**src/rtl/uart_tx_arbiter.sv**
```systemverilog
// Round-robin arbiter that shares one uart_tx byte transmitter among NUM_REQ requesters.
// Packets hold the grant until their last byte is sent, or until a stalled owner times out.
module uart_tx_arbiter #(
    parameter int unsigned NUM_REQ      = 4,
    parameter int unsigned DATA_BITS    = 8,
    parameter int unsigned LOCK_TIMEOUT = 1024,
    parameter int unsigned GW           = (NUM_REQ > 1) ? $clog2(NUM_REQ) : 1
) (
    input  logic                           clk,
    input  logic                           rst_n,
    input  logic                           enable,
    input  logic [NUM_REQ-1:0]             req_valid,
    input  logic [NUM_REQ*DATA_BITS-1:0]   req_data,
    input  logic [NUM_REQ-1:0]             req_last,
    output logic [NUM_REQ-1:0]             req_ready,
    output logic [DATA_BITS-1:0]           tx_data,
    output logic                           tx_start,
    input  logic                           tx_busy,
    input  logic                           tx_done,
    output logic                           grant_valid,
    output logic [GW-1:0]                  grant_id,
    output logic                           lock_timeout
);

    localparam int unsigned TW = (LOCK_TIMEOUT > 1) ? $clog2(LOCK_TIMEOUT) : 1;
    localparam logic [TW-1:0] TIMER_MAX = TW'(LOCK_TIMEOUT - 1);

    typedef enum logic [2:0] {
        S_IDLE      = 3'd0,
        S_SEL       = 3'd1,
        S_WAIT_BUSY = 3'd2,
        S_WAIT_DONE = 3'd3
    } state_e;

    state_e               state_q, state_d;
    logic [GW-1:0]        rr_q, rr_d;
    logic [GW-1:0]        grant_id_q, grant_id_d;
    logic                 grant_valid_q, grant_valid_d;
    logic                 lock_q, lock_d;
    logic [TW-1:0]        timer_q, timer_d;
    logic [NUM_REQ-1:0]   req_ready_q, req_ready_d;
    logic [DATA_BITS-1:0] tx_data_q, tx_data_d;
    logic                 tx_start_q, tx_start_d;
    logic                 lock_timeout_q, lock_timeout_d;

    logic                 rr_hit;
    logic [GW-1:0]        rr_win;
    int unsigned          cand;
    logic                 sel_valid;
    logic                 sel_last;
    logic [DATA_BITS-1:0] sel_data;
    logic                 frame_end;

    function automatic logic [GW-1:0] next_idx(input logic [GW-1:0] idx);
        if (32'(idx) + 32'd1 >= NUM_REQ) begin
            return '0;
        end
        return idx + GW'(1);
    endfunction

    // First valid requester at or above the rr pointer, wrapping around.
    always_comb begin
        rr_hit = 1'b0;
        rr_win = rr_q;
        cand   = 0;
        for (int unsigned i = 0; i < NUM_REQ; i++) begin
            cand = 32'(rr_q) + i;
            if (cand >= NUM_REQ) begin
                cand = cand - NUM_REQ;
            end
            if (!rr_hit && req_valid[GW'(cand)]) begin
                rr_hit = 1'b1;
                rr_win = GW'(cand);
            end
        end
    end

    // Current owner's request lane.
    always_comb begin
        sel_valid = req_valid[grant_id_q];
        sel_last  = req_last[grant_id_q];
        sel_data  = '0;
        for (int unsigned i = 0; i < NUM_REQ; i++) begin
            if (grant_id_q == GW'(i)) begin
                sel_data = req_data[i*DATA_BITS +: DATA_BITS];
            end
        end
    end

    always_comb begin
        state_d        = state_q;
        rr_d           = rr_q;
        grant_id_d     = grant_id_q;
        grant_valid_d  = grant_valid_q;
        lock_d         = lock_q;
        timer_d        = timer_q;
        req_ready_d    = '0;
        tx_data_d      = tx_data_q;
        tx_start_d     = 1'b0;
        lock_timeout_d = 1'b0;
        frame_end      = 1'b0;

        case (state_q)
            S_IDLE: begin
                if (lock_q) begin
                    if (sel_valid) begin
                        state_d = S_SEL;
                        timer_d = '0;
                    end else if (timer_q == TIMER_MAX) begin
                        lock_d         = 1'b0;
                        grant_valid_d  = 1'b0;
                        lock_timeout_d = 1'b1;
                        timer_d        = '0;
                        rr_d           = next_idx(grant_id_q);
                    end else begin
                        timer_d = timer_q + TW'(1);
                    end
                end else if (rr_hit) begin
                    grant_id_d    = rr_win;
                    grant_valid_d = 1'b1;
                    state_d       = S_SEL;
                end
            end
            S_SEL: begin
                tx_data_d   = sel_data;
                tx_start_d  = 1'b1;
                req_ready_d = NUM_REQ'(1) << grant_id_q;
                lock_d      = !sel_last;
                state_d     = S_WAIT_BUSY;
            end
            S_WAIT_BUSY: begin
                if (tx_done) begin
                    frame_end = 1'b1;
                end else if (tx_busy) begin
                    state_d = S_WAIT_DONE;
                end
            end
            S_WAIT_DONE: begin
                if (tx_done) begin
                    frame_end = 1'b1;
                end
            end
            default: state_d = S_IDLE;
        endcase

        // Packet end releases the grant; mid-packet keeps owner for the next byte.
        if (frame_end) begin
            state_d = S_IDLE;
            if (!lock_q) begin
                rr_d          = next_idx(grant_id_q);
                grant_valid_d = 1'b0;
            end
        end

        if (!enable) begin
            state_d        = S_IDLE;
            lock_d         = 1'b0;
            timer_d        = '0;
            req_ready_d    = '0;
            tx_start_d     = 1'b0;
            grant_valid_d  = 1'b0;
            lock_timeout_d = 1'b0;
            rr_d           = rr_q;
            grant_id_d     = grant_id_q;
            tx_data_d      = tx_data_q;
        end
    end

    always_ff @(posedge clk or negedge rst_n) begin
        if (!rst_n) begin
            state_q        <= S_IDLE;
            rr_q           <= '0;
            grant_id_q     <= '0;
            grant_valid_q  <= 1'b0;
            lock_q         <= 1'b0;
            timer_q        <= '0;
            req_ready_q    <= '0;
            tx_data_q      <= '0;
            tx_start_q     <= 1'b0;
            lock_timeout_q <= 1'b0;
        end else begin
            state_q        <= state_d;
            rr_q           <= rr_d;
            grant_id_q     <= grant_id_d;
            grant_valid_q  <= grant_valid_d;
            lock_q         <= lock_d;
            timer_q        <= timer_d;
            req_ready_q    <= req_ready_d;
            tx_data_q      <= tx_data_d;
            tx_start_q     <= tx_start_d;
            lock_timeout_q <= lock_timeout_d;
        end
    end

    assign req_ready    = req_ready_q;
    assign tx_data      = tx_data_q;
    assign tx_start     = tx_start_q;
    assign grant_valid  = grant_valid_q;
    assign grant_id     = grant_id_q;
    assign lock_timeout = lock_timeout_q;

endmodule

```
**config.mk**
```make
export PLATFORM = sky130hd
export DESIGN_NAME = uart_tx_arbiter
export DESIGN_NICKNAME = d
export VERILOG_FILES = /design/src/rtl/uart_tx_arbiter.sv
export SDC_FILE = /design/constraint.sdc
export NUM_CORES = 1
export LEC_CHECK = 0
export ABC_CLOCK_PERIOD_IN_PS = 1950
export CAP_MARGIN = 20
export CORE_UTILIZATION = 42
export DETAILED_ROUTE_END_ITERATION = 10
export PLACE_DENSITY = 0.77
export SLEW_MARGIN = 0
export SYNTH_ARGS = -nofsm -noshare
export SYNTH_HDL_FRONTEND = slang
export SYNTH_SLANG_ARGS = --single-unit
```
**constraint.sdc**
```tcl
create_clock -name clk -period 1.95 [get_ports clk]
set_clock_uncertainty 0.15 [all_clocks]
set_input_delay 0.2925 -clock clk [delete_from_list [all_inputs] [get_ports clk]]
set_output_delay 0.2925 -clock clk [all_outputs]
set_load 0.01 [all_outputs]
```
==> results of run 1 <==
power breakdown:
group / internal (mW) / switching [mW]
Combinational: 0.931 / 0.805
Clock: 0.288 / 0.236
Sequential: 0.834 / 0.124
Total: 2.05 / 1.17
placed cells by master, fill, tap and decap left out, drive strengths merged, types with 2 or more instances in the layout:
cell type      netlist  routed
clkdlybuf4s50        0      57
dfrtp               32      32
buf                  1      26
a21oi               17      17
inv                 16      16
nand2               12      12
nor2                11      11
a211o               10      10
ha                   9       9
nand3                8       8
a221oi               8       8
a2bb2oi              8       8
clkbuf               8       8
o21ai                8       8
nor4                 7       7
and3                 4       4
nor2b                4       4
dlygate4sd2          0       4
a31oi                3       3
mux2i                3       3
nor3                 3       3
nand4                2       2
o21a                 2       2
and2                 2       2
xor2                 2       2
a22o                 2       2
a21o                 2       2
mux4                 2       2
o311ai               2       2
flip-flops by register name, summed over array words and instances (netlist names), 2 cells and up:
register / cells
timer_q: 10
tx_data: 8
req_ready: 4
grant_id: 2
rr_q: 2
state_q: 2
worst max path at each step:
stage,startpoint,endpoint,slack [ns],cells past startpoint
after floorplan,grant_id[0],timer_q[5],-0.12,5
after global placement,req_valid[3],timer_q[5],-0.34,5
after detailed placement,req_valid[3],timer_q[3],-0.39,5
after CTS,grant_id[0],timer_q[3],-0.06,5
after global routing,grant_id[0],timer_q[5],-0.06,4
final,grant_id[0],timer_q[3],-0.006,5
layer usage:
metal  part of all wire  up-vias
met1               0.45      922
met2               0.49       63
met4              0.016        0
met3              0.052       11
li1                   -      932
met5                  0        -
cells by family after synthesis:
| logic type | count (synthesis) |
|---|---|
| flip-flops | 32 |
| XOR/XNOR | 2 |
| buffers and inverters | 26 |
| adder cells (fa/ha/maj) | 9 |
| AO/OA/AOI/OAI | 68 |
| AND/OR/NAND/NOR | 57 |
| multiplexers | 6 |
through the flow:
stage	setup WS (ns)	instance area, µm²
after floorplan	-0.122	1940
after global placement	-0.344	2760
after detailed placement	-0.388	2760
after CTS	-0.0641	2890
after global routing	-0.0645	2960
final	-0.00643	2960
final cells by class:
cell class,count,area share
Sequential cell,32,0.271
Clock buffer,8,0.0304
Tap cell,52,0.0220
Timing Repair Buffer,87,0.276
Multi-Input combinational cell,142,0.380
Inverter,17,0.0215
what timing repair did:
| item | in CTS | in global routing |
|---|---|---|
| buffers inserted | 2 | 0 |
| hold buffers | 0 | 0 |
| endpoints found under the setup margin | 8 | 20 |
| pin swaps | 6 | 6 |
| resized for setup | 12 | 17 |
==> run_results.csv, run 1 <==
group,metric,value,unit
synth,synth.most_common_cell,"dfrtp_1",
cells_and_area,num-fill-cells,359,
route,first_pass_iters,4,
route,vias,1928,
global_routing,grtUsageTotal,0.235,
cells_and_area,syn_to_final_growth,53.8,%
cells_and_area,layout.cells.non_filler,338,
pwr,power,3.22,mW
cells_and_area,multi_input_area,1120,µm²
clocking,clockRootBuffer,"clkbuf_8",
synth,synth_cell_types,43,
critical_path,crit_chain,"mux4_2 -> or3_4 -> buf_6 -> nor2_4 -> a221o_1",
route,first_iter_violations,127,
global_routing,gr-usage-met3,0.0523,
placed_design,post-dp-hpwl,3820,µm
cells_and_area,diodes,0,
run_status,status,"complete, but fails checks",
clocking,clock_sinks,32,
run_status,violations,"setup timing",
sta,slew_viol_final,0,
cells_and_area,layout.nets,339,
global_routing,grt_pass1_wl,9110,µm
sta,timing.final.crit_share,1.00,
critical_path,worstSetupPathType,"register to register",
die,coreArea,4380,µm²
sta,period_needed,1.96,ns
synth,syn-num-nets,254,
clocking,max-clock-path-buffers,2,
pwr,ir_drop,0.544,mV
critical_path,rr_startpoint,"grant_id[0]",
die,pin_count,62,
sta,holdWs,0.266,ns
route,drc,0,
critical_path,cp.required,2.02,ns
sta,rsz0062_at_grt,"yes",
sta,worst_pin_slew,0.427,ns
sta,fmax,511,MHz
synth,ys.flop_type,"dfrtp_1",
placed_design,portBuffers,61,
global_routing,antenna_found_initial,0,
route,ant_nets,0,
synth,synth_xor_area_frac,0.00909,
clocking,numCtsBuffers,5,
synth,synth-adder-area-share,0.0584,
synth,synth_top_family_by_area,"compound AO/OA/AOI/OAI gates",
critical_path,critPathBufInv,1,
sta,finalSetupViolCount,3,
critical_path,worst-path-max-fanout,7,
sta,tns,-0.0126,ns
synth,synth_area,1930,µm²
synth,synth_cells,200,
synth,synth_edf_count,0,
synth,ys_warn_count,0,
synth,synth_compound_area_frac,0.259,
cells_and_area,ff_latch_area,802,µm²
placed_design,gp_congestion,0.871,
die,num_rows,24,
route,wl,5380,µm
synth,synth_common_cells,"dfrtp_1, a21oi_1, inv_1",
global_routing,met1_usage,0.315,
sta,setup_ws,-0.00643,ns
clocking,clk_pin_slew,0.07,ns
cells_and_area,utilization,0.676,
critical_path,cp_top_family,"multiplexers",
synth,synth_simple_gate_area_frac,0.156,
sta,slew_headroom,0.715,
global_routing,grt_use_met2,0.385,
synth,yosysTopAreaCellShare,0.416,
clocking,insertion_delay,0.28,ns
critical_path,worstPathArrival,2.03,ns
critical_path,endpoint_kind,"register",
global_routing,grt_max_degree,33,
global_routing,grt_busiest_layer,"met2",
synth,seq_area_frac_synth,0.416,
synth,async_flop_share,1.00,
die,die_y,69.7,µm
die,initial_core_util,0.439,
die,dieArea,4860,µm²
critical_path,reg2reg_slack,-0.006,ns
critical_path,cpPeakStageDelay,0.53,ns
synth,synth_area_per_cell,9.63,µm²
sta,hold_violations,0,
critical_path,start_kind,"register",
critical_path,slowest_stage,"mux4_2",
route,wl_per_cell,15.9,µm
synth,synth.largest_area_cell,"dfrtp_1",
pwr,power.leakage,1.34,nW
synth,synthMuxAreaShare,0.0468,
synth,yosys_register_bits,32,
clocking,cts_tree,"built",
synth,synth.area.top_cells,"dfrtp_1, ha_1, a211o_1",
critical_path,r2r_end,"timer_q[3]",
run,maxCapViolCount,0,
critical_path,ff2ff_path_depth,5,
placed_design,placedCellCount,328,
clocking,cts_htree_levels,2,
global_routing,grt_overflow,0,
cells_and_area,layout-drive-gt1-share,0.196,
pwr,p_per_area,1090,nW/µm²
global_routing,first_global_vias,1937,
die,die_x,69.7,µm
worst_hold_path,hp-class,"input port to asynchronous set/reset pin",
route,avgViaCountPerCell,5.70,
Power figures use the tool's default switching activity.
==> run 2: changes to the inputs <==
Settings changed: TNS_END_PERCENT set to 10.
==> run 2 against run 1 <==
Maximum frequency down 2.5%. Non-clock buffer count rose by 4. Highest routed layer unchanged. Cell count grew 1.5%. Routed wire length grew 0.89%. Utilization is 0.31 points higher. First-iteration DRC count decreased by 40%. The run still ends with setup timing left. Critical path type unchanged.
==> run_results.csv, run 2 (same netlist as run 1, synthesis figures left out) <==
group,metric,value,unit
cells_and_area,largest_register,"timer_q",
cells_and_area,layout-drive-gt1-share,0.179,
die,num_rows,24,
critical_path,critPathBufInv,0,
clocking,cts_tree,"built",
global_routing,first_global_vias,1893,
sta,slew_headroom,0.731,
worst_hold_path,hp-class,"input port to asynchronous set/reset pin",
die,initial_core_util,0.439,
pwr,p_int,2.11,mW
run_status,status,"complete, but fails checks",
pwr,power,3.26,mW
cells_and_area,layout.nets,344,
critical_path,cp.required,2.02,ns
global_routing,antenna_found_initial,0,
cells_and_area,num-fill-cells,360,
sta,hold_violations,0,
cells_and_area,design_area,2980,µm²
placed_design,placed_area,2800,µm²
run_status,violations,"setup timing",
pwr,ir_drop,0.807,mV
route,avgViaCountPerCell,5.63,
cells_and_area,layout.cells.most_common_list,"clkdlybuf4s50_1, dfrtp_1, buf_4",
critical_path,cpPeakStageDelay,0.57,ns
route,ant_nets,0,
route,wl_per_cell,15.8,µm
sta,slew_viol_final,0,
critical_path,slowest_stage,"mux4_2",
critical_path,cp_top_family,"multiplexers",
global_routing,grtUsageTotal,0.236,
placed_design,post-dp-hpwl,3820,µm
clocking,max-clock-path-buffers,2,
clocking,postCtsSetupRepairBufs,0,
critical_path,crit_chain,"mux4_2 -> or3_4 -> o311a_1 -> nor2_1",
placed_design,portBuffers,61,
pwr,p_per_area,1100,nW/µm²
sta,rsz0062_at_grt,"yes",
route,first_pass_iters,4,
clocking,clk_pin_slew,0.07,ns
route,drc,0,
route,vias,1930,
die,pin_count,62,
route,first_iter_violations,76,
clocking,insertion_delay,0.28,ns
clocking,cts_htree_levels,2,
sta,period_needed,2.01,ns
sta,fmax,499,MHz
pwr,power.leakage,1.36,nW
critical_path,worstSetupPathType,"register to register",
pwr,share_comb_of_total_power,0.517,
placed_design,gp_congestion,0.831,
clocking,clock_sinks,32,
cells_and_area,layout.cells.non_filler,343,
clocking,hold_buffers,0,
die,die_x,69.7,µm
sta,timing.final.crit_share,1.03,
sta,finalSetupViolCount,3,
pwr,p_seq_frac,0.290,
critical_path,reg2reg_slack,-0.06,ns
critical_path,worst-path-max-fanout,6,
critical_path,rr_startpoint,"grant_id[0]",
global_routing,grt_pass1_wl,9040,µm
critical_path,start_kind,"register",
sta,setup_ws,-0.0557,ns
cells_and_area,syn_to_final_growth,54.5,%
run,maxCapViolCount,0,
cells_and_area,largest_register_ffs,10,
route,wl,5420,µm
cells_and_area,diodes,0,
cells_and_area,final_common_cell,"clkdlybuf4s50_1",
sta,worst_pin_slew,0.403,ns
sta,holdWs,0.254,ns
pwr,p_switching,1.15,mW
placed_design,placedCellCount,334,
pwr,switching_share,0.353,
cells_and_area,utilization,0.679,
clocking,numCtsBuffers,5,
critical_path,worstPathArrival,2.08,ns
die,coreArea,4380,µm²
clocking,clockRootBuffer,"clkbuf_8",
critical_path,endpoint_kind,"register",
die,die_y,69.7,µm
die,dieArea,4860,µm²
global_routing,grt_overflow,0,
pwr,pwr-share-clk,0.193,
global_routing,grt_max_degree,33,
critical_path,crit_start,"grant_id[0]",
run 2: changes by cell type in the layout (fill, tap and decap cells not counted), moves of 2 or more:
| cell | change |
|---|---|
| buf_4 | +5 |
| a2bb2oi_1 | +4 |
| a2bb2oi_2 | -4 |
| a221oi_1 | +2 |
| a221oi_2 | -2 |
| ha_1 | +2 |
| ha_2 | -2 |
| o21ai_0 | +2 |
| o21ai_2 | -2 |
run 2: worst register-to-register path: cells and delay by family, from the launching register on:
family / cells / cell delay [ns]
and+or+nand+nor: 2 / 0.50
AOI/OAI and AO/OA: 1 / 0.35
DFF: 1 / 0.37
muxes: 1 / 0.57
run 2: repair_timing:
item | in CTS | in global routing
setup endpoints to repair | 8 | 22
resized for setup | 10 | 7
pin swaps | 4 | 3
gates cloned | 1 | 0
run 2: routing by layer:
layer / track usage / share of wire / vias to the layer above
met1: 0.309 / 0.46 / 926
met5: 0 / 0 / -
met2: 0.383 / 0.47 / 59
li1: - / - / 939
met4: 0.0689 / 0.0094 / 0
met3: 0.0654 / 0.061 / 6
run 2: power groups by stage:
stage                     combinational [mW]  clock (mW)  sequential, mW
after floorplan                        0.790           0            1.03
after global placement                  1.61           0           0.949
after detailed placement                1.64           0           0.957
after CTS                               1.67       0.638           0.944
after global routing                    1.84       0.673           0.970
final                                   1.69       0.629           0.947
run 2: stage by stage:
stage               worst slack, ns  TNS, ns
floorplan                    -0.122   -0.414
global placement             -0.364    -3.72
finish                      -0.0557   -0.122
detailed placement           -0.420    -4.40
CTS                          -0.106   -0.366
global route                 -0.112   -0.643
run 2: cell type report:
class	count	area, µm²	area share
Tap cell	52	65.1	0.0219
Sequential cell	32	802	0.269
Clock inverter	2	35.0	0.0118
Multi-Input combinational cell	143	1090	0.368
Inverter	17	63.8	0.0214
Timing Repair Buffer	91	843	0.283
Clock buffer	6	72.6	0.0244
run 2: worst paths after layout:
path | end | depth (start not counted)
worst max-delay path | timer_q[9] | 4
worst min-delay path | tx_data[6] | 2
worst max register to register | timer_q[9] | 4
worst min register to register | timer_q[9] | 2
max in group asynchronous | grant_id[0] | 2
min in group clk | timer_q[9] | 2
